--- src/rtl/upscaler_pkg.sv ---
// Shared types and constants for the upscaler output path.
package upscaler_pkg;

  localparam int PIXEL_W        = 24;
  localparam int DEF_CELL_SIZE  = 2;
  localparam int DEF_CHUNK_SIZE = 3;

  typedef struct packed {
    logic [7:0] r;
    logic [7:0] g;
    logic [7:0] b;
  } pixel_t;

  typedef enum logic {
    IDLE   = 1'b0,
    STREAM = 1'b1
  } state_t;

  // Counter width for a 0..n-1 range; never narrower than one bit.
  function automatic int cnt_w(input int n);
    return (n <= 1) ? 1 : $clog2(n);
  endfunction

endpackage

--- src/rtl/chunk_raster_counter.sv ---
// Nested col -> cell -> row counters that walk a chunk in raster order.
module chunk_raster_counter
  import upscaler_pkg::*;
#(
  parameter int CELL_SIZE  = DEF_CELL_SIZE,
  parameter int CHUNK_SIZE = DEF_CHUNK_SIZE,
  localparam int COL_W     = cnt_w(CELL_SIZE),
  localparam int CELL_W    = cnt_w(CHUNK_SIZE)
) (
  input  logic              clk,
  input  logic              reset,
  input  logic              clear_i,
  input  logic              advance_i,
  output logic [COL_W-1:0]  col_o,
  output logic [CELL_W-1:0] cell_o,
  output logic [COL_W-1:0]  row_o,
  output logic              eol_o,
  output logic              eoc_o
);

  logic [COL_W-1:0]  col_q, col_d;
  logic [CELL_W-1:0] cell_q, cell_d;
  logic [COL_W-1:0]  row_q, row_d;
  logic              col_last, cell_last, row_last;

  assign col_last  = (col_q == COL_W'(CELL_SIZE - 1));
  assign cell_last = (cell_q == CELL_W'(CHUNK_SIZE - 1));
  assign row_last  = (row_q == COL_W'(CELL_SIZE - 1));

  // Clear wins over advance so a freshly loaded chunk always starts at [0][0][0].
  always_comb begin
    col_d  = col_q;
    cell_d = cell_q;
    row_d  = row_q;
    if (clear_i) begin
      col_d  = '0;
      cell_d = '0;
      row_d  = '0;
    end else if (advance_i) begin
      if (col_last) begin
        col_d = '0;
        if (cell_last) begin
          cell_d = '0;
          row_d  = row_last ? '0 : row_q + 1'b1;
        end else begin
          cell_d = cell_q + 1'b1;
        end
      end else begin
        col_d = col_q + 1'b1;
      end
    end
  end

  always_ff @(posedge clk) begin
    if (reset) begin
      col_q  <= '0;
      cell_q <= '0;
      row_q  <= '0;
    end else begin
      col_q  <= col_d;
      cell_q <= cell_d;
      row_q  <= row_d;
    end
  end

  assign col_o  = col_q;
  assign cell_o = cell_q;
  assign row_o  = row_q;
  assign eol_o  = col_last & cell_last;
  assign eoc_o  = col_last & cell_last & row_last;

endmodule

--- src/rtl/chunk_serializer.sv ---
// Turns one cell-major chunk into a raster-order pixel stream.
// Optional double buffering of the next chunk: CHUNK_SERIALIZER_DBUF_EN.
module chunk_serializer
  import upscaler_pkg::*;
#(
  parameter int CELL_SIZE  = DEF_CELL_SIZE,
  parameter int CHUNK_SIZE = DEF_CHUNK_SIZE,
  localparam int COL_W     = cnt_w(CELL_SIZE),
  localparam int CELL_W    = cnt_w(CHUNK_SIZE)
) (
  input  logic                                                 clk,
  input  logic                                                 reset,
  input  pixel_t [CHUNK_SIZE-1:0][CELL_SIZE-1:0][CELL_SIZE-1:0] in_chunk,
  input  logic                                                 in_valid,
  output logic                                                 in_ready,
  output logic [PIXEL_W-1:0]                                   out_pixel,
  output logic                                                 out_valid,
  input  logic                                                 out_ready,
  output logic                                                 out_eol,
  output logic                                                 out_eoc
);

  // Both sides use valid/ready: a beat moves on a rising edge where valid and
  // ready are both high; valid never waits for ready, and once raised the
  // offered beat holds until taken. in_ready is a register, so the input side
  // never sees out_ready combinationally.

  state_t state_q;
  logic   in_ready_q;
  logic   out_valid_q;
  pixel_t [CHUNK_SIZE-1:0][CELL_SIZE-1:0][CELL_SIZE-1:0] chunk_q;

  logic              in_xfer, out_xfer, last_xfer, cnt_clear;
  logic [COL_W-1:0]  col_cnt, row_cnt;
  logic [CELL_W-1:0] cell_cnt;
  logic              cnt_eol, cnt_eoc;

  assign in_xfer   = in_valid & in_ready_q;
  assign out_xfer  = out_valid_q & out_ready;
  assign last_xfer = out_xfer & cnt_eoc;

`ifdef CHUNK_SERIALIZER_DBUF_EN
  pixel_t [CHUNK_SIZE-1:0][CELL_SIZE-1:0][CELL_SIZE-1:0] pend_q;
  logic pend_full_q;

  assign cnt_clear = ((state_q == IDLE) & in_xfer) |
                     (last_xfer & (pend_full_q | in_xfer));
`else
  assign cnt_clear = (state_q == IDLE) & in_xfer;
`endif

  chunk_raster_counter #(
    .CELL_SIZE (CELL_SIZE),
    .CHUNK_SIZE(CHUNK_SIZE)
  ) u_cnt (
    .clk      (clk),
    .reset    (reset),
    .clear_i  (cnt_clear),
    .advance_i(out_xfer),
    .col_o    (col_cnt),
    .cell_o   (cell_cnt),
    .row_o    (row_cnt),
    .eol_o    (cnt_eol),
    .eoc_o    (cnt_eoc)
  );

  always_ff @(posedge clk) begin
    if (reset) begin
      state_q     <= IDLE;
      in_ready_q  <= 1'b0;
      out_valid_q <= 1'b0;
      chunk_q     <= '0;
`ifdef CHUNK_SERIALIZER_DBUF_EN
      pend_q      <= '0;
      pend_full_q <= 1'b0;
`endif
    end else begin
      case (state_q)
        IDLE: begin
          in_ready_q <= 1'b1;
          if (in_xfer) begin
            chunk_q     <= in_chunk;
            state_q     <= STREAM;
            out_valid_q <= 1'b1;
`ifndef CHUNK_SERIALIZER_DBUF_EN
            in_ready_q  <= 1'b0;
`endif
          end
        end
        STREAM: begin
          if (last_xfer) begin
`ifdef CHUNK_SERIALIZER_DBUF_EN
            if (pend_full_q) begin
              chunk_q     <= pend_q;
              pend_full_q <= 1'b0;
              in_ready_q  <= 1'b1;
            end else if (in_xfer) begin
              // Chunk arrived exactly on the last pixel: bypass the pending slot.
              chunk_q <= in_chunk;
            end else begin
              state_q     <= IDLE;
              out_valid_q <= 1'b0;
              in_ready_q  <= 1'b1;
            end
`else
            state_q     <= IDLE;
            out_valid_q <= 1'b0;
            in_ready_q  <= 1'b1;
`endif
          end
`ifdef CHUNK_SERIALIZER_DBUF_EN
          else if (in_xfer) begin
            pend_q      <= in_chunk;
            pend_full_q <= 1'b1;
            in_ready_q  <= 1'b0;
          end
`endif
        end
        default: state_q <= IDLE;
      endcase
    end
  end

  assign in_ready  = in_ready_q;
  assign out_valid = out_valid_q;
  assign out_pixel = out_valid_q ? chunk_q[cell_cnt][row_cnt][col_cnt] : '0;
  assign out_eol   = out_valid_q & cnt_eol;
  assign out_eoc   = out_valid_q & cnt_eoc;

endmodule

--- config.mk ---
export PLATFORM = sky130hd
export DESIGN_NAME = chunk_serializer
export DESIGN_NICKNAME = d
export VERILOG_FILES = /design/src/rtl/upscaler_pkg.sv /design/src/rtl/chunk_raster_counter.sv /design/src/rtl/chunk_serializer.sv
export SDC_FILE = /design/constraint.sdc
export NUM_CORES = 1
export LEC_CHECK = 0
export ABC_AREA = 1
export ABC_CLOCK_PERIOD_IN_PS = 1600
export BUFFER_PORTS_ARGS = -buffer_cell sky130_fd_sc_hd__buf_2
export CELL_PAD_IN_SITES_DETAIL_PLACEMENT = 0
export CELL_PAD_IN_SITES_GLOBAL_PLACEMENT = 2
export CORE_MARGIN = 2
export CORE_UTILIZATION = 30
export CTS_BUF_LIST = sky130_fd_sc_hd__clkbuf_8
export CTS_CLUSTER_SIZE = 30
export DETAILED_ROUTE_END_ITERATION = 8
export GPL_TIMING_DRIVEN = 0
export HOLD_SLACK_MARGIN = 0.02
export PLACE_DENSITY_LB_ADDON = 0.3
export SLEW_MARGIN = 15
export SYNTH_ARGS = -nofsm -noshare
export SYNTH_HDL_FRONTEND = slang
export SYNTH_SLANG_ARGS = --single-unit
--- constraint.sdc ---
create_clock -name clk -period 1.6 [get_ports clk]
set_input_delay 0.16 -clock clk [delete_from_list [all_inputs] [get_ports clk]]
set_output_delay 0.16 -clock clk [all_outputs]
set_load 0.1 [all_outputs]
* Yosys cells after proc, flatten, opt, wreduce, memory -nomap -nowiden
Cells that the tools add are included.
** Word-level totals
- Register bits :: 295
- Input bits :: 292
- Output and inout port bits :: 28
- Word-level logic and storage cells :: 84
** Cells by class
- $add $sub $neg :: 3
- Order comparisons :: 3
- Eq/ne operators :: 3
- Mux-type cells :: 19
- Bitwise operators :: 9
- Reductions and logical operators :: 5
** Operators with widths (number)
- binary-select mux 96 bit (select 2 bit) :: 1
- two-way mux 48 bit :: 2
- two-way mux 96 bit :: 1
- two-way mux 24 bit :: 3
- AND 1 bit :: 8
- two-way mux 1 bit :: 8
- one-hot mux 1 bit (2 select lines) :: 3
- AND reduction 2 bit :: 3
- < comparator 1 x 2 -> 1 bit, second input constant :: 2
- < comparator 2 x 3 -> 1 bit, second input constant :: 1
- AND reduction 3 bit :: 1
- adder 1 bit, second input constant :: 2
- adder 2 x 1 -> 2 bit, second input constant :: 1
- equality test 2 bit, second input constant :: 1
- two-way mux 2 bit :: 1
- inequality test 2 x 1 -> 1 bit, second input constant :: 1
- inequality test 2 bit, second input constant :: 1
- OR reduction 2 bit :: 1
- inverter 1 bit :: 1

* Depth between registers and ports, before layout
Gate-level depths: netlist of the first run.
- Word-level depth :: 7
- Depth in mapped cells :: 10
- Depth with buffers taken out :: 8

* By module
A second synthesis of the first run with hierarchy kept.
** Second synthesis, totals
- Cells, all modules :: 2011
- Area, all modules :: 13245.2 um^2
** By module, submodules not included
- chunk_serializer :: times used 1, cells each 1984, area each 13066.3 um^2, seq. area each 5825.6 um^2
- chunk_raster_counter :: times used 1, cells each 27, area each 178.9 um^2, seq. area each 80.1 um^2

* Worst setup path before layout of the first run
Ideal clock, no wire load.
- Kind :: flip-flop to output port
- Start point :: register out_valid_q, in the netlist out_valid
- End point :: output out_eoc
- Arrival time :: 4313 ps
- Data required time :: 1440 ps
- Slack :: -2873 ps
- Stages on the path, launching flop included :: 3
- Path buffers :: 0
- Cell sequence :: dfxtp_1 -> clkinv_1 -> nor4_1
** On the way
- Word-level cells in the longest chain between the ends :: 1
** RTL lines
- start, declared :: line chunk_serializer.sv:30 : logic out_valid_q;
- start signal, assigned :: line chunk_serializer.sv:71 : out_valid_q <= 1'b0;
- start signal, assigned :: line chunk_serializer.sv:84 : out_valid_q <= 1'b1;
- start signal, assigned :: line chunk_serializer.sv:107 : out_valid_q <= 1'b0;
- AND 1 bit :: line chunk_serializer.sv:128 : assign out_eoc = out_valid_q & cnt_eoc;
- end, declared :: line chunk_serializer.sv:20 : output logic out_eoc
No other way between the ends.

* Worst setup path after layout of the first run
- Start point :: register u_cnt.cell_q[0], in the netlist u_cnt.cell_o[0]
- End point :: output out_pixel[21]
** On the way
- Word-level cells in the longest chain between the ends :: 7
** RTL lines
- start, declared :: line chunk_raster_counter.sv:22 : logic [CELL_W-1:0] cell_q, cell_d;
- start signal, assigned :: line chunk_raster_counter.sv:61 : cell_q <= cell_d;
- binary-select mux 96 bit (select 2 bit) :: line chunk_serializer.sv:126 : assign out_pixel = out_valid_q ? chunk_q[cell_cnt][row_cnt][col_cnt] : '0;
- two-way mux 96 bit (not written as such) :: line chunk_serializer.sv:126
- two-way mux 48 bit (not written as such) (2 in series) :: line chunk_serializer.sv:126
- two-way mux 24 bit (not written as such) (2 in series) :: line chunk_serializer.sv:126
- two-way mux 24 bit :: line chunk_serializer.sv:126
- end, declared :: line chunk_serializer.sv:16 : output logic [PIXEL_W-1:0] out_pixel,
No other way between the ends. The select of a mux whose other input is x is not followed.

==> metrics.md, run 1 <==
| Metric | Value |
|---|---|
| Status | `finished with violations` |
| Failing checks | `setup timing` |
| Seq/Total Area, Yosys | `44.55%` |
| Power density over the cells | `869.9 nW/µm²` |
| Final WS setup | `-0.9771 ns` |
| Vias per cell | `4.925` |
| CP endpoint kind | `primary output` |
| Grt total ovfl | `0` |
| 1st-iter DRT viols | `1,400` |
| Tcrit/Tclk final | `161.1%` |
| Critical path origin | `u_cnt.cell_o[0]$_SDFFE_PP0P_` |
| Top delay family on crit path | `buffers and inverters` |
| Met3 wire len | `4.625 mm` |
| # rows | `77` |
| Max Clk Rate | `0.3880 GHz` |
| Die X | `214.2 µm` |
| Max-Slew Margin vs Limit | `59.12%` |
| Total CTS buffers | `52` |
| Worst-path clk slew | `0.06 ns` |
| Die Area | `45,890 µm²` |
| Final Critical Period | `2.577 ns` |
| Worst-case reg-to-reg path depth | `8` |
| Setup Skew | `0.03859 ns` |
| Worst slew pin tran | `0.6132 ns` |
| # clock sinks | `295` |
| Critical-path top delay cell | `dfxtp_2` |
| Final hold vios | `0` |
| Clk Tree Root Cell | `clkbuf_8` |
| Initial antenna violation count | `0` |
| Maximum VDD drop | `0.0004215 V` |
| Synth unique cells | `24` |
| Port Buf Inserts | `319` |
| #FFs+latches synth | `295` |
| Reg2reg setup slack | `0.07 ns` |
| CP max stage delay | `0.34 ns` |
| Area Overhead vs Synth | `62.76%` |
| Starting Density | `30.17%` |
| Synth Instances | `1,961` |
| Total iterations of the first detailed-routing run | `5` |
| GPL Wtd Cong | `0.9283` |
| WL met2 | `31.39 mm` |
| Met1 wire length | `31.30 mm` |
| Largest net degree at the start of global routing | `14` |
| Syn_nets | `2,253` |
| Post-DP HPWL | `49.90 mm` |
| Yosys Warn Count | `0` |
| Fin util | `49.11%` |
| Leakage power | `9.637 nW` |
| Most used cell, CP | `buf_12` |
| Clock Tree Buf Depth | `3` |
| Startpoint types | `register` |
| DRC | `0` |
| Via count | `16,120` |
| Number of global-route vias before repair | `16,210` |
| Max_cap viols | `0` |
| R2R Path End | `chunk_q[41]$_SDFFE_PP0P_` |
| Final nets | `2,933` |
| Setup-failing EPs final | `26` |
| RR Startpoint | `in_ready$_SDFFE_PP0P_` |
| Final Power | `0.01877 W` |
| CTS tree | `done` |
| Syn Std Cell Area | `13,260 µm²` |
| H-Tree Depth | `2` |
| Global-route wire length before repair | `101.2 mm` |
| Critical path arrival | `2.42 ns` |
| Core ar. | `43,930 µm²` |
| CP cell instances | `buf_8, clkinv_8, buf_12, buf_12, nand3_2, nand2_1, inv_1, nand2_2, nand3_2, a21oi_4, buf_12` |
| IO Count | `320` |
| WP data required | `1.44 ns` |
| Clk Latency, worst-skew pair | `0.65 ns` |
| RSZ-0062 raised after global routing | `yes` |
| Total track usage | `29.59%` |
| Critical path type | `reg -> out` |
| Drt total wl | `70.29 mm` |
| Share of layout cells above drive strength 1 | `26.08%` |
| CP bufs+invs | `6` |
| Top layer in use | `met4` |
| CP max FO | `7` |
| Syn Area/Cell | `6.760 µm²` |
| Die height | `214.2 µm` |
| Levels on crit path | `11` |
| CP endpoint | `out_pixel[21]` |
| Wire length per cell | `21.47 µm` |
| Tightest Hold Check Type | `in -> reg` |
| Routed Antenna Nets | `0` |
| Max-slew violation count | `0` |
[state kept, by name, indices dropped and copies added, names as in the netlist]
register	flops
state_q	1
chunk_q	288
in_ready	1
u_cnt.row_o	1
u_cnt.col_o	1
out_valid	1
u_cnt.cell_o	2
[what timing repair did]
action,in CTS,in global routing
setup endpoints to repair,323,285
pin swaps,17,51
hold endpoints to repair,291,0
cloned,0,6
hold buffers,290,0
setup buffers,4,7
gates resized for setup,250,141
[placed cells by master (no fill, tap or decap), types with 5 or more instances in the layout]
master	instances
nand2_2	24
clkinv_2	5
nand3_2	45
buf_12	43
dlygate4sd3_1	290
nor2_1	562
nand4_1	24
clkbuf_8	71
buf_4	34
buf_8	10
o21ai_0	287
nand3_4	8
nand3_1	188
nand2_1	193
a21oi_1	50
buf_6	28
clkbuf_2	11
dfxtp_1	292
clkbuf_1	30
nor2_2	18
inv_2	10
clkbuf_4	7
a21oi_4	24
nand2_4	9
buf_2	330
inv_1	58
clkbuf_16	5
[stage by stage]
step	instances	setup slack, ns	setup TNS, ns	area (µm²)	hold slack (ns)
4_1_cts	3259	-1.015	-24.36	20900	0.09345
3_3_place_gp	2872	-0.7881	-91.72	16040	0.3479
5_1_grt	3272	-1.001	-24.18	21570	0.1622
3_5_place_dp	2872	-0.8036	-70.99	16040	0.3518
2_1_floorplan	1961	-0.2810	-4.926	13710	0.2194
6_report	3274	-0.9771	-23.26	21580	0.1407
[per-layer routing]
layer  GRT usage [%]  up-vias
met5               0        -
met4           12.57        0
met3           4.596      134
met2           47.68      651
met1           39.37     7531
li1                -     7808
[where the power goes]
group	total, W	switching [W]	internal [W]
Sequential	0.00846	0.000487	0.00798
Clock	0.00718	0.00330	0.00388
Combinational	0.00312	0.00172	0.00140
Total	0.0188	0.00551	0.0133
[worst reg2reg max path, delay by kind of cell, from the launching register on]
kind                   cells  cell delay, ns
and+or+nand+nor            4            0.42
DFF                        1            0.35
buffers and inverters      4            0.66
[logic make-up (layout without fill, tap and decap cells)]
| logic type | Yosys count | after routing | synth area share (%) |
|---|---|---|---|
| AND/OR/NAND/NOR | 1078 | 1078 | 33.44 |
| AO/OA/AOI/OAI | 366 | 366 | 13.87 |
| flip-flops | 295 | 295 | 44.55 |
| buffers and inverters | 222 | 941 | 8.136 |
| other | 0 | 2 | 0 |
[worst min path at each step]
stage               cells after the start                       end      from
finish                                  6  chunk_q[65]$_SDFFE_PP0P_  in_valid
global route                            6  chunk_q[64]$_SDFFE_PP0P_  in_valid
CTS                                     6  chunk_q[65]$_SDFFE_PP0P_  in_valid
detailed placement                      2     in_ready$_SDFFE_PP0P_     reset
global placement                        2     in_ready$_SDFFE_PP0P_     reset
floorplan                               1     in_ready$_SDFFE_PP0P_     reset
[final cells by class]
type | count | area (µm²)
flip-flops and latches | 295 | 5914
fillers | 4472 | 22360
diodes | 2 | 5.005
inverters | 57 | 251.5
well taps | 592 | 740.7
clock inverters | 23 | 101.3
plain buffers | 165 | 1354
clock buffers | 70 | 963.4
multi-input cells | 1444 | 7097
repair buffers | 626 | 5149
[cells in the mapped netlist]
library cell	number	area share, %
a211oi_1	2	0.11
a21oi_1	75	2.8
buf_1	7	0.20
buf_2	83	3.1
buf_4	21	1.2
buf_6	8	0.68
clkbuf_1	45	1.3
clkbuf_2	1	0.038
clkinv_1	2	0.057
clkinv_2	1	0.038
dfxtp_1	295	45
inv_1	51	1.4
inv_2	3	0.085
nand2_1	226	6.4
nand2_2	1	0.047
nand3_1	241	9.1
nand4_1	24	1.1
nor2_1	581	16
nor2_8	1	0.15
nor3_1	3	0.11
nor4_1	1	0.047
o211ai_1	1	0.057
o21ai_0	287	11
o21ai_1	1	0.038
No activity file was read; power rests on OpenSTA's default activity.
==> run 2, diff against run 1 <==
Settings changed: CELL_PAD_IN_SITES_DETAIL_PLACEMENT 0 to 1.
==> metrics.md, run 2 (synthesis gave the netlist of run 1 again) <==
| Metric | Value |
|---|---|
| Vias per cell | `5.128 (+4.1%)` |
| Critical path type | `reg -> out` |
| Drt total wl | `76.94 mm (+9.5%)` |
| Power density over the cells | `910.3 nW/µm² (+4.6%)` |
| H-Tree Depth | `2 (unchanged)` |
| Total CTS buffers | `54 (+3.8%)` |
| Tcrit/Tclk final | `160.0% (-1.1 points)` |
| Routed Antenna Nets | `0 (unchanged)` |
| Setup Skew | `0.02000 ns (-0.01859 ns)` |
| # clock sinks | `295 (unchanged)` |
| Clock Tree Buf Depth | `3 (unchanged)` |
| Global-route wire length before repair | `112.1 mm (+11%)` |
| WP data required | `1.44 ns (about the same)` |
| Number of global-route vias before repair | `17,700 (+9.2%)` |
| CP endpoint kind | `primary output` |
| # rows | `77 (unchanged)` |
| IO Count | `320 (unchanged)` |
| CP max FO | `10 (+3)` |
| Largest net degree at the start of global routing | `14 (unchanged)` |
| Status | `finished with violations` |
| Grt total ovfl | `0 (unchanged)` |
| Leakage power | `9.684 nW (+0.49%)` |
| Top reg by flops | `chunk_q` |
| Max reg flops | `288 (unchanged)` |
| Hold_ws | `0.2745 ns (+0.1338 ns)` |
| Critical path arrival | `2.40 ns (-0.02 ns)` |
| Clk Tree Root Cell | `clkbuf_8` |
| Final nets | `2,933 (unchanged)` |
| Maximum VDD drop | `0.0004615 V (+9.5%)` |
| Clk Latency, worst-skew pair | `0.64 ns (about the same)` |
| Die height | `214.2 µm (unchanged)` |
| Starting Density | `30.17% (unchanged)` |
| Worst-case reg-to-reg path depth | `8 (unchanged)` |
| CTS tree | `done` |
| Wire length per cell | `23.49 µm (+9.4%)` |
| 1st-iter DRT viols | `1,414 (+1.0%)` |
| Area Overhead vs Synth | `63.63%` |
| Fin util | `49.38% (+0.26 points)` |
| Worst-path clk slew | `0.07 ns (about the same)` |
| GPL Wtd Cong | `0.9283 (unchanged)` |
| Setup-failing EPs final | `27 (+3.8%)` |
| Final hold vios | `0 (unchanged)` |
| Final Critical Period | `2.560 ns (-0.01740 ns)` |
| Max_cap viols | `0 (unchanged)` |
| Port Buf Inserts | `319 (unchanged)` |
| Most common cell after layout, fill and taps aside | `nor2_1` |
| Failing checks | `setup timing` |
| Initial antenna violation count | `2 (+2)` |
| Max Clk Rate | `0.3907 GHz (+0.68%)` |
| Max-Slew Margin vs Limit | `58.51% (-0.61 points)` |
| Post-DP HPWL | `51.72 mm (+3.7%)` |
| Setup slack at placement | `-0.7989 ns (+0.004665 ns)` |
| Total track usage | `32.54% (+2.9 points)` |
| Core ar. | `43,930 µm² (unchanged)` |
| Final WS setup | `-0.9598 ns (+0.01740 ns)` |
| Via count | `16,800 (+4.2%)` |
| Commonest cells after routing, fill and taps aside | `nor2_1 (551), buf_2 (326), dfxtp_1 (290), dlygate4sd3_1 (290), o21ai_0 (286)` |
| Tightest Hold Check Type | `in -> reg` |
| Total iterations of the first detailed-routing run | `6 (+1)` |
| Die Area | `45,890 µm² (unchanged)` |
| Worst slew pin tran | `0.6223 ns (+0.009092 ns)` |
| RSZ-0062 raised after global routing | `yes` |
| Hold depth | `4 (-2)` |
| Reg2reg setup slack | `-0.01 ns (-0.08 ns)` |
| Share of layout cells above drive strength 1 | `26.46% (+0.38 points)` |
| Die X | `214.2 µm (unchanged)` |
| Max-slew violation count | `0 (unchanged)` |
| Filler cells | `5,478 (+22%)` |
| Startpoint types | `register` |
| DRC | `0 (unchanged)` |
## run 2: cell count changes in the layout (fill, tap and decap cells not counted), sizes merged
cell      delta
clkinvlp     -1
bufinv       +2
clkbuf       +5
clkinv       +4
diode        -1
inv          -7
## run 2: cell type report
class	instances	area (µm²)	share of cell area (%)
well taps	592	740.7	3.415
diodes	1	2.502	0.01154
clock inverters	21	142.6	0.6576
repair buffers	627	5135	23.67
clock buffers	77	1060	4.886
multi-input cells	1444	7086	32.66
plain buffers	162	1355	6.247
inverters	57	254.0	1.171
flip-flops and latches	295	5917	27.28
## run 2: worst paths after layout
kind / from / endpoint
max: u_cnt.cell_o[0]$_SDFFE_PP0P_ / out_pixel[14]
min: in_chunk[203] / chunk_q[203]$_SDFFE_PP0P_
max reg2reg: in_ready$_SDFFE_PP0P_ / chunk_q[0]$_SDFFE_PP0P_
min reg2reg: chunk_q[173]$_SDFFE_PP0P_ / chunk_q[173]$_SDFFE_PP0P_
## run 2: worst max-delay path: stages (launching register included)
cell	delay [ns]
dfxtp_2	0.33
buf_12	0.15
clkinv_8	0.07
clkbuf_16	0.15
buf_6	0.16
nand3_1	0.09
nand3_1	0.17
nand3_2	0.13
a21oi_4	0.26
buf_12	0.21
## run 2: metal layers
metal | track usage, % | up-vias | share of wire, %
met5 | 0 | - | 0
met4 | 11.81 | 0 | 4.1
met3 | 5.291 | 155 | 6.3
met2 | 55.41 | 693 | 47
met1 | 41.49 | 8160 | 42
li1 | - | 7790 | -
## run 2: power by group
| group | internal (W) | total, W | switching [W] |
|---|---|---|---|
| logic | 0.00145 | 0.00329 | 0.00184 |
| registers | 0.00798 | 0.00848 | 0.000505 |
| clock network | 0.00456 | 0.00798 | 0.00342 |
| total | 0.0140 | 0.0197 | 0.00576 |
## run 2: timing repair
action,CTS,global route
setup endpoints to repair,323,270
endpoints found under the hold margin,291,0
hold buffers,290,0
pin swaps,19,19
buffers inserted,7,6
gates cloned,1,4
resized for setup,272,120
## run 2: per-stage QoR
stage	setup TNS [ns]	total power, W	instances	area, µm²
6_report	-22.97	0.01975	3276	21690
2_1_floorplan	-4.926	0.009743	1961	13710
4_1_cts	-23.73	0.01961	3268	21180
3_3_place_gp	-91.72	0.01089	2872	16040
5_1_grt	-24.43	0.02050	3276	21690
3_5_place_dp	-79.78	0.01095	2872	16040
==> run 3, diff against run 2 <==
Settings changed: BUFFER_PORTS_ARGS -buffer_cell sky130_fd_sc_hd__buf_2 to -buffer_cell sky130_fd_sc_hd__buf_4, CORE_ASPECT_RATIO set to 1.25.
==> metrics.md, run 3 (synthesis gave the netlist of run 1 again) <==
| Metric | Value |
|---|---|
| Status | `finished with violations` |
| Failing checks | `setup timing` |
| Tightest Hold Check Type | `in -> reg` |
| Final nets | `2,938 (+0.17%)` |
| Largest net degree at the start of global routing | `13 (-1)` |
| CP max FO | `9 (-1)` |
| Routed Antenna Nets | `0 (unchanged)` |
| CP bufs+invs | `5 (unchanged)` |
| # clock sinks | `295 (unchanged)` |
| Worst-case reg-to-reg path depth | `8 (unchanged)` |
| Core ar. | `43,900 µm² (about the same)` |
| Die Area | `45,900 µm² (about the same)` |
| Initial antenna violation count | `0 (-2)` |
| Critical-path top delay cell | `dfxtp_4` |
| Clock Tree Buf Depth | `3 (unchanged)` |
| Max reg flops | `288 (unchanged)` |
| Max Clk Rate | `0.3924 GHz (+0.45%)` |
| Critical path arrival | `2.39 ns (about the same)` |
| Startpoint types | `register` |
| 1st-iter DRT viols | `956 (-32%)` |
| Area Overhead vs Synth | `71.95%` |
| Setup Skew | `0.01530 ns (-0.004704 ns)` |
| Number of global-route vias before repair | `17,910 (+1.2%)` |
| Total iterations of the first detailed-routing run | `5 (-1)` |
| Max_cap viols | `0 (unchanged)` |
| Placed cells | `2,852 (-0.70%)` |
| Area of the multi-input gates | `7363 µm² (+3.9%)` |
| H-Tree Depth | `2 (unchanged)` |
| Post-Layout Cell Count | `3,258 (-0.55%)` |
| Filler cells | `5,303 (-3.2%)` |
| CP endpoint kind | `primary output` |
| Starting Density | `30.20% (about the same)` |
| Commonest cells after routing, fill and taps aside | `nor2_1 (559), buf_4 (326), dfxtp_1 (292)` |
| Die X | `192.0 µm (-10%)` |
| Final Critical Period | `2.548 ns (-0.01157 ns)` |
| Power density over the cells | `856.7 nW/µm² (-5.9%)` |
| Setup-failing EPs final | `26 (-3.7%)` |
| Max-slew violation count | `0 (unchanged)` |
| Global-route wire length before repair | `111.5 mm (-0.57%)` |
| Post-DP HPWL | `51.09 mm (-1.2%)` |
| Most common cell after layout, fill and taps aside | `nor2_1` |
| WP data required | `1.44 ns (about the same)` |
| Hold depth | `3 (-1)` |
| # rows | `86 (+12%)` |
| Via count | `16,860 (+0.35%)` |
| Most used cell, CP | `buf_12` |
| CP max stage delay | `0.36 ns (+0.03 ns)` |
| Levels on crit path | `9 (unchanged)` |
| Worst-path clk slew | `0.07 ns (about the same)` |
| Worst slew pin tran | `1.150 ns (+0.5280 ns)` |
| Drt total wl | `77.90 mm (+1.2%)` |
| Port Buf Inserts | `319 (unchanged)` |
| Vias per cell | `5.174 (+0.91%)` |
| Hold_ws | `0.3207 ns (+0.04625 ns)` |
| Die height | `239.0 µm (+12%)` |
| Total track usage | `33.02% (+0.49 points)` |
| Top reg by flops | `chunk_q` |
| Maximum VDD drop | `0.0005579 V (+21%)` |
| Tcrit/Tclk final | `159.3% (-0.72 points)` |
| IO Count | `320 (unchanged)` |
| Total CTS buffers | `50 (-7.4%)` |
| Critical path type | `reg -> out` |
| Fin util | `51.92% (+2.5 points)` |
| Wire length per cell | `23.91 µm (+1.8%)` |
| Final WS setup | `-0.9482 ns (+0.01157 ns)` |
| CTS tree | `done` |
| Final hold vios | `0 (unchanged)` |
| Clk Tree Root Cell | `clkbuf_8` |
| CP cell instances | `buf_12, clkinv_16, buf_16, buf_12, nand3_1, nand4_1, nand3_4, a21oi_4, buf_12` |
| Clk Latency, worst-skew pair | `0.61 ns (-0.03 ns)` |
| Share of layout cells above drive strength 1 | `28.59% (+2.1 points)` |
| Leakage power | `10.05 nW (+3.8%)` |
| Grt total ovfl | `0 (unchanged)` |
| Max-Slew Margin vs Limit | `23.31% (-35 points)` |
| Top delay family on crit path | `buffers and inverters` |
| DRC | `0 (unchanged)` |
| Storage cell area | `5917 µm² (unchanged)` |
| GPL Wtd Cong | `0.9036 (-2.7%)` |
| Number of inserted diodes | `0 (-1)` |
| RSZ-0062 raised after global routing | `yes` |
[run 3: worst reg2reg max path, cell delays in order, from the launching register on]
cell and delay (ns):
dfxtp_4 0.36, nand2_1 0.07, nor2_2 0.14, buf_6 0.17, inv_2 0.07, buf_6 0.18, clkbuf_4 0.24, nor2_1 0.18
nor2_1 0.07
[run 3: path summary, 6_finish.rpt]
| path | from | to | slack (ns) |
|---|---|---|---|
| setup / recovery | u_cnt.cell_o[0]$_SDFFE_PP0P_ | out_pixel[6] | -0.95 |
| hold / removal | reset | in_ready$_SDFFE_PP0P_ | 0.32 |
| setup reg to reg | in_ready$_SDFFE_PP0P_ | chunk_q[140]$_SDFFE_PP0P_ | 0.01 |
| hold reg to reg | chunk_q[140]$_SDFFE_PP0P_ | chunk_q[140]$_SDFFE_PP0P_ | 0.52 |
[run 3: through the flow]
step / instance area (µm²) / power [W] / setup WS (ns) / TNS [ns]
6_report: 22790 / 0.01953 / -0.9482 / -22.82
5_1_grt: 22790 / 0.02023 / -0.9747 / -24.06
4_1_cts: 22070 / 0.01934 / -0.9708 / -23.58
3_5_place_dp: 16820 / 0.01114 / -0.7298 / -86.14
3_3_place_gp: 16820 / 0.01108 / -0.7299 / -80.31
2_1_floorplan: 13710 / 0.009743 / -0.2810 / -4.926
[run 3: area by class of cell]
class	count	share of cell area, %
Clock inverter	26	0.8288
Clock buffer	66	3.985
Sequential cell	295	25.96
Buffer	164	6.422
Multi-Input combinational cell	1445	32.30
Tap cell	572	3.140
Inverter	57	1.164
Timing Repair Buffer	633	26.20
[run 3: repair_timing]
item                                   in CTS  in global routing
endpoints found under the hold margin     291                  0
cloned                                      7                  4
buffers inserted                            9                  7
pin swaps                                  28                 57
resized for setup                         283                200
setup endpoints to repair                 321                290
hold buffers                              290                  0
[run 3: where the power goes]
part / switching, W / total (W) / internal, W
Clock: 0.00339 / 0.00756 / 0.00417
Combinational: 0.00189 / 0.00352 / 0.00164
Sequential: 0.000471 / 0.00844 / 0.00797
[run 3: routing by layer]
metal  part of all wire, %  GRT usage (%)
met3                   5.2          4.198
met1                    40          39.06
met2                    49          58.10
met5                     0              0
met4                   6.2          17.03
